### src/rtl/output_display_driver.sv
// output_display_driver
// Captures a WIDTH-bit value on a load strobe, converts it to BCD with a
// sequential shift-add-3 engine and drives DIGITS active-low seven-segment
// digits with leading-zero blanking and an all-minus overflow indication.
// A one-deep pending buffer keeps the most recent value loaded while busy.
// Optional build macro: DISPLAY_SIGNED_EN (two's complement input with a
// leading minus sign; adds one magnitude cycle before conversion).
module output_display_driver #(
  parameter int WIDTH  = 32,
  parameter int DIGITS = 8
) (
  input  logic                  clock,
  input  logic                  reset,
  input  logic                  load,
  input  logic [WIDTH-1:0]      data_in,
  output logic                  busy,
  output logic                  update,
  output logic                  overflow,
  output logic [7*DIGITS-1:0]   hex_out
);

  localparam int BCD_DIGITS = 10;
  localparam int BCD_W      = 4 * BCD_DIGITS;
  localparam int CW         = $clog2(WIDTH + 1);

  localparam logic [6:0] SEG_BLANK = 7'b1111111;
  localparam logic [6:0] SEG_MINUS = 7'b0111111;
  localparam logic [6:0] SEG_ZERO  = 7'b1000000;

`ifdef DISPLAY_SIGNED_EN
  typedef enum logic [1:0] {IDLE, NEGATE, CONVERT, COMMIT} state_t;
`else
  typedef enum logic [1:0] {IDLE, CONVERT, COMMIT} state_t;
`endif

  // Active-low gfedcba pattern for one decimal digit.
  function automatic logic [6:0] seg_encode(input logic [3:0] d);
    logic [6:0] s;
    case (d)
      4'd0:    s = 7'b1000000;
      4'd1:    s = 7'b1111001;
      4'd2:    s = 7'b0100100;
      4'd3:    s = 7'b0110000;
      4'd4:    s = 7'b0011001;
      4'd5:    s = 7'b0010010;
      4'd6:    s = 7'b0000010;
      4'd7:    s = 7'b1111000;
      4'd8:    s = 7'b0000000;
      4'd9:    s = 7'b0010000;
      default: s = SEG_BLANK;
    endcase
    return s;
  endfunction

  // Display of the value 0: digit 0 shows "0", every other digit blank.
  function automatic logic [7*DIGITS-1:0] reset_hex();
    logic [7*DIGITS-1:0] r;
    for (int k = 0; k < DIGITS; k++) begin
      r[7*k +: 7] = (k == 0) ? SEG_ZERO : SEG_BLANK;
    end
    return r;
  endfunction

  localparam logic [7*DIGITS-1:0] HEX_RESET = reset_hex();

  state_t                state_reg, state_next;
  logic [WIDTH-1:0]      shift_reg, shift_next;
  logic [BCD_W-1:0]      bcd_reg, bcd_next;
  logic [CW-1:0]         count_reg, count_next;
  logic [WIDTH-1:0]      pending_reg, pending_next;
  logic                  pending_valid_reg, pending_valid_next;
  logic                  update_reg, update_next;
  logic                  overflow_reg, overflow_next;
  logic [7*DIGITS-1:0]   hex_reg, hex_next;
`ifdef DISPLAY_SIGNED_EN
  logic                  neg_reg, neg_next;
`endif

  logic                  start;
  logic [WIDTH-1:0]      start_val;
  logic [BCD_W-1:0]      bcd_adj;
  logic [BCD_DIGITS-1:0] digit_nz;
  logic [3:0]            msd;
  logic                  disp_ovf;
  logic [7*DIGITS-1:0]   disp_hex;

  // The top BCD bit is shifted out; it is always zero for WIDTH <= 32.
  logic unused_bcd_top;
  assign unused_bcd_top = bcd_adj[BCD_W-1];

  // Add-3 correction and nonzero flag for every BCD digit.
  generate
    for (genvar gi = 0; gi < BCD_DIGITS; gi++) begin : g_bcd
      logic [3:0] digit;
      assign digit                = bcd_reg[4*gi +: 4];
      assign bcd_adj[4*gi +: 4]   = (digit >= 4'd5) ? digit + 4'd3 : digit;
      assign digit_nz[gi]         = |digit;
    end
  endgenerate

  // Locate the most significant nonzero digit (0 when the value is zero).
  always_comb begin
    msd = 4'd0;
    for (int i = 0; i < BCD_DIGITS; i++) begin
      if (digit_nz[i]) msd = 4'(i);
    end
  end

  // Overflow when significant digits (plus a sign) exceed the display width.
  always_comb begin
    disp_ovf = 1'b0;
    for (int i = 0; i < BCD_DIGITS; i++) begin
      if (i >= DIGITS && digit_nz[i]) disp_ovf = 1'b1;
    end
`ifdef DISPLAY_SIGNED_EN
    if (neg_reg && (int'(msd) + 1 >= DIGITS)) disp_ovf = 1'b1;
`endif
  end

  // Per-digit segment selection: minus on overflow, blanking left of msd.
  generate
    for (genvar gi = 0; gi < DIGITS; gi++) begin : g_seg
      logic [6:0] seg;
      always_comb begin
        if (disp_ovf) begin
          seg = SEG_MINUS;
        end else if (4'(gi) <= msd) begin
          seg = seg_encode(bcd_reg[4*gi +: 4]);
`ifdef DISPLAY_SIGNED_EN
        end else if (neg_reg && (4'(gi) == msd + 4'd1)) begin
          seg = SEG_MINUS;
`endif
        end else begin
          seg = SEG_BLANK;
        end
      end
      assign disp_hex[7*gi +: 7] = seg;
    end
  endgenerate

  // Next-state logic: conversion sequencing, commit and pending buffer.
  always_comb begin
    state_next         = state_reg;
    shift_next         = shift_reg;
    bcd_next           = bcd_reg;
    count_next         = count_reg;
    pending_next       = pending_reg;
    pending_valid_next = pending_valid_reg;
    update_next        = 1'b0;
    overflow_next      = overflow_reg;
    hex_next           = hex_reg;
    start              = 1'b0;
    start_val          = data_in;
`ifdef DISPLAY_SIGNED_EN
    neg_next           = neg_reg;
`endif

    case (state_reg)
      IDLE: begin
        if (pending_valid_reg) begin
          start              = 1'b1;
          start_val          = pending_reg;
          pending_valid_next = 1'b0;
        end else if (load) begin
          start = 1'b1;
        end
      end
`ifdef DISPLAY_SIGNED_EN
      NEGATE: begin
        if (neg_reg) shift_next = -shift_reg;
        state_next = CONVERT;
      end
`endif
      CONVERT: begin
        bcd_next   = {bcd_adj[BCD_W-2:0], shift_reg[WIDTH-1]};
        shift_next = {shift_reg[WIDTH-2:0], 1'b0};
        count_next = count_reg + 1'b1;
        if (count_reg == CW'(WIDTH - 1)) state_next = COMMIT;
      end
      COMMIT: begin
        hex_next      = disp_hex;
        overflow_next = disp_ovf;
        update_next   = 1'b1;
        if (pending_valid_reg) begin
          start              = 1'b1;
          start_val          = pending_reg;
          pending_valid_next = 1'b0;
        end else begin
          state_next = IDLE;
        end
      end
      default: state_next = IDLE;
    endcase

    if (start) begin
      shift_next = start_val;
      bcd_next   = '0;
      count_next = '0;
`ifdef DISPLAY_SIGNED_EN
      neg_next   = start_val[WIDTH-1];
      state_next = NEGATE;
`else
      state_next = CONVERT;
`endif
    end

    // A load that does not start a conversion lands in the pending buffer.
    if (load && !(state_reg == IDLE && !pending_valid_reg)) begin
      pending_next       = data_in;
      pending_valid_next = 1'b1;
    end
  end

  // State register with synchronous reset to the "0" display.
  always_ff @(posedge clock) begin
    if (reset) begin
      state_reg         <= IDLE;
      shift_reg         <= '0;
      bcd_reg           <= '0;
      count_reg         <= '0;
      pending_reg       <= '0;
      pending_valid_reg <= 1'b0;
      update_reg        <= 1'b0;
      overflow_reg      <= 1'b0;
      hex_reg           <= HEX_RESET;
`ifdef DISPLAY_SIGNED_EN
      neg_reg           <= 1'b0;
`endif
    end else begin
      state_reg         <= state_next;
      shift_reg         <= shift_next;
      bcd_reg           <= bcd_next;
      count_reg         <= count_next;
      pending_reg       <= pending_next;
      pending_valid_reg <= pending_valid_next;
      update_reg        <= update_next;
      overflow_reg      <= overflow_next;
      hex_reg           <= hex_next;
`ifdef DISPLAY_SIGNED_EN
      neg_reg           <= neg_next;
`endif
    end
  end

  assign busy     = (state_reg != IDLE);
  assign update   = update_reg;
  assign overflow = overflow_reg;
  assign hex_out  = hex_reg;

endmodule

### config.mk
export PLATFORM = sky130hd
export DESIGN_NAME = output_display_driver
export DESIGN_NICKNAME = d
export VERILOG_FILES = /design/src/rtl/output_display_driver.sv
export SDC_FILE = /design/constraint.sdc
export NUM_CORES = 1
export LEC_CHECK = 0
export BUFFER_PORTS_ARGS = -buffer_cell sky130_fd_sc_hd__buf_2
export CAP_MARGIN = 20
export CORE_MARGIN = 3
export CORE_UTILIZATION = 45
export CTS_CLUSTER_SIZE = 25
export DETAILED_ROUTE_END_ITERATION = 12
export GPL_TIMING_DRIVEN = 0
export HOLD_SLACK_MARGIN = 0.1
export PLACE_DENSITY = 0.66
export SYNTH_ARGS = -nofsm -noshare
export SYNTH_HDL_FRONTEND = slang
export SYNTH_SLANG_ARGS = --single-unit
### constraint.sdc
create_clock -name clock -period 2.7 [get_ports clock]
set_input_delay 0.27 -clock clock [delete_from_list [all_inputs] [get_ports clock]]
set_output_delay 0.27 -clock clock [all_outputs]
set_load 0.01 [all_outputs]
==> run_results.csv <==
group,metric,value,unit
floorplanning,die_y,159,um
logic_synthesis,synthCells,1260,
cells_and_area,utilization,56.1,%
power_and_ir_drop,p_seq_share,46.1,%
floorplanning,die_area,0.0254,mm^2
routing,wl_met2,12300,um
power_and_ir_drop,clock_power_share,42.3,%
floorplanning,start_util,46.2,%
timing,fin_crit,2.61,ns
routing,ant_nets,0,
routing,vias,9655,
timing,skew,0.0193,ns
cells_and_area,drive_gt1_share,16.0,%
cts,htree_levels,1,
routing,route.detailed.drc,0,
global_route,grt_pass1_vias,8909,
routing,firstDrtPassIters,5,
job,drv_cap,0,
logic_synthesis,ys_seq_area_share,43.0,%
cells_and_area,antenna_cells,0,
routing,wl_met1,13400,um
power_and_ir_drop,switching_share,25.6,%
cells_and_area,final_nets,1522,
worst_setup_path,end_kind,"flip-flop",
floorplanning,rows,55,
cts,cts_buffers,25,
power_and_ir_drop,power_switching,1.97,mW
logic_synthesis,syn_area,0.0106,mm^2
logic_synthesis,postSynth.asyncResetShare,0,%
floorplanning,core,0.0228,mm^2
worst_setup_path,path_class,"reg2reg",
global_route,grt_pass1_wl,45600,um
logic_synthesis,ys_warn_count,0,
power_and_ir_drop,pwr-share-comb,11.6,%
routing,wl_met3,1820,um
timing,worst_pin_slew,0.787,ns
timing,setup_viol_count_final,0,
global_route,antenna_found_initial,0,
routing,top_layer,"met4",
timing,finalWorstSetupSlack,0.0921,ns
placed_design,dp_slack,-0.975,ns
global_route,grt_max_degree,13,
hold_path,min_path_type,"in2reg",
cts,clkSlewWorstSetupHoldPaths,0.06,ns
logic_synthesis,syn_area_per_cell,8.39,um^2
floorplanning,die_w,159,um
worst_setup_path,path_max_fanout,7,
logic_synthesis,synth-xor-area-share,0.580,%
cts,cts_tree,"done",
logic_synthesis,synthMuxAreaShare,3.78,%
global_route,overflow,0,
worst_setup_path,start_kind,"flip-flop",
power_and_ir_drop,leakage,5.06,nW
status,outcome,"complete, no violations",
logic_synthesis,synth_top_family_by_area,"compound AO/OA/AOI/OAI gates",
worst_setup_path,crit_arrival,3.01,ns
logic_synthesis,yosys.area_share.simple,18.7,%
floorplanning,ioPinCount,94,
timing,drv_slew,0,
logic_synthesis,synth_compound_area_share,21.3,%
timing,final_hold_viol_count,0,
worst_setup_path,required,3.10,ns
placed_design,hpwl,19200,um
logic_synthesis,synth_nets,1358,
routing,vias_per_cell,5.51,
placed_design,dpl.cell_count,1665,
logic_synthesis,synth.distinct_cells,56,
timing,grt_setup_unrepaired,"true",
cells_and_area,syn2layout_area_growth,21.3,%
routing,wl_per_cell,16.2,um
logic_synthesis,synth_edf_count,0,
power_and_ir_drop,power.density,599,mW/mm^2
routing,wl,28300,um
placed_design,place_congestion,0.919,
cts,clockBufferDepth,3,
logic_synthesis,ys_seq_elements,227,
cts,clock_sinks,227,
logic_synthesis,synthAdderAreaFrac,7.46,%
power_and_ir_drop,p_int,5.71,mW
timing,finalCritPeriodShare,96.6,%
timing,slew_headroom,46.8,%
cts,cts_root_buffer,"clkbuf_16",
placed_design,io_buffers,92,
power_and_ir_drop,peakVddDrop,0.000501,V
cells_and_area,final_cells,1752,
routing,drtIter0Drc,779,
logic_synthesis,ys.flop_type,"dfxtp_1",
global_route,grt_use_total,21.3,%
worst_setup_path,rrSetupSlack,0.09,ns
timing,max_freq,383,MHz
cts,clk_latency,0.53,ns
area by class of cell:
class / count / area (um^2)
timing repair buffer: 140 / 901
fill: 2114 / 10000
tap: 313 / 392
clock buffer: 36 / 707
sequential: 227 / 4550
buffer: 80 / 388
clock inverter: 6 / 65.1
inverter: 56 / 210
multi-input combinational: 894 / 5610
metrics by stage:
stage	cell area [um^2]	setup TNS [ns]	hold slack, ns	total power [mW]
final	12800	0	0.218	7.68
after global routing	12800	-0.742	0.245	7.99
after CTS	12600	0	0.201	7.70
after detailed placement	11400	-27.60	0.422	4.40
after global placement	11400	-25.95	0.418	4.38
after floorplan	10600	0	0.406	4.13
synth_stat cells (6+ instances only):
library cell	n	area [um^2]
nand2_1	234	878
dfxtp_1	227	4540
nor2_1	106	398
a21oi_1	93	465
ha_1	63	788
clkbuf_1	60	225
inv_1	56	210
o21ai_0	52	260
a311oi_1	42	368
nor3_1	33	165
mux2_2	31	349
o22ai_1	25	156
nand2b_1	21	131
a211oi_1	14	105
buf_2	13	65.1
o22a_1	12	105
nand3_1	11	55.1
a31oi_1	10	62.6
nor2b_1	10	62.6
o31ai_1	10	75.1
buf_1	9	33.8
o311a_1	9	90.1
a2111oi_0	8	70.1
o21a_1	8	60.1
or3_1	8	50.1
a211o_1	7	61.3
a22o_1	6	52.6
a41oi_1	6	52.6
and2_1	6	37.5
nand4_1	6	37.5
o32a_1	6	60.1
worst paths after layout:
path	startpoint	to	cells past startpoint
max reg2reg	bcd_reg[4]$_SDFFE_PP0P_	flip-flop	9
min reg2reg	flip-flop	hex_out[49]$_SDFFE_PP1P_	1
max	bcd_reg[4]$_SDFFE_PP0P_	flip-flop	9
min	load	pending_reg[0]$_SDFFE_PP0P_	4
power groups by stage:
stage	clock network (mW)	registers, mW	logic [mW]
after floorplan	0	3.59	0.538
after global placement	0	3.61	0.776
after detailed placement	0	3.61	0.788
after CTS	3.31	3.54	0.854
after global routing	3.46	3.55	0.981
final	3.25	3.54	0.893
cell usage in the layout, fill, tap and decap left out, types with 6 or more instances in the layout:
master           n
nand4_1          6
clkbuf_16       25
a211o_1          7
dfxtp_1        225
buf_2          101
ha_1            61
buf_4           17
nand2b_1        20
o31ai_1          8
o22ai_1         25
nor2b_1         10
dlygate4sd3_1   32
o311a_1          9
a21oi_2          7
a31oi_1         10
a311oi_1        42
o21ai_0         52
a41oi_1          6
nor2_1         105
nor3_1          32
inv_1           54
mux2_2          31
o32a_1           6
a211oi_1        12
or3_1            8
a22o_1           6
o21a_1           7
nand2_1        234
buf_1            8
o22a_1          12
clkbuf_1        59
a21oi_1         85
nand3_1         11
kinds of logic after synthesis:
group,Yosys count
AND/OR/NAND/NOR,453
AO/OA/AOI/OAI,335
flip-flops,227
buffers and inverters,139
adder cells (fa/ha/maj),63
multiplexers,36
XOR/XNOR,7
timing repair:
item / in CTS / in global routing
pin swaps: 2 / 7
cloned: 0 / 0
endpoints found under the hold margin: 32 / 0
gates resized for setup: 37 / 26
buffers inserted: 2 / 14
hold buffers: 32 / 0
endpoints found under the setup margin: 101 / 43
critical path: stages, from the launching register on:
cell and delay (ns):
dfxtp_1 0.34, inv_1 0.13, ha_1 0.25, nand2b_1 0.16, a2111oi_0 0.47, a41oi_1 0.17
a21oi_4 0.30, inv_1 0.12, ha_1 0.21, o311a_1 0.34
routing by layer:
metal | track usage, % | vias up
met4 | 5.45 | 0
met3 | 3.28 | 62
met2 | 33.8 | 317
met5 | 0 | -
li1 | - | 4766
met1 | 30.5 | 4510
(Power assumes the default switching activity.)
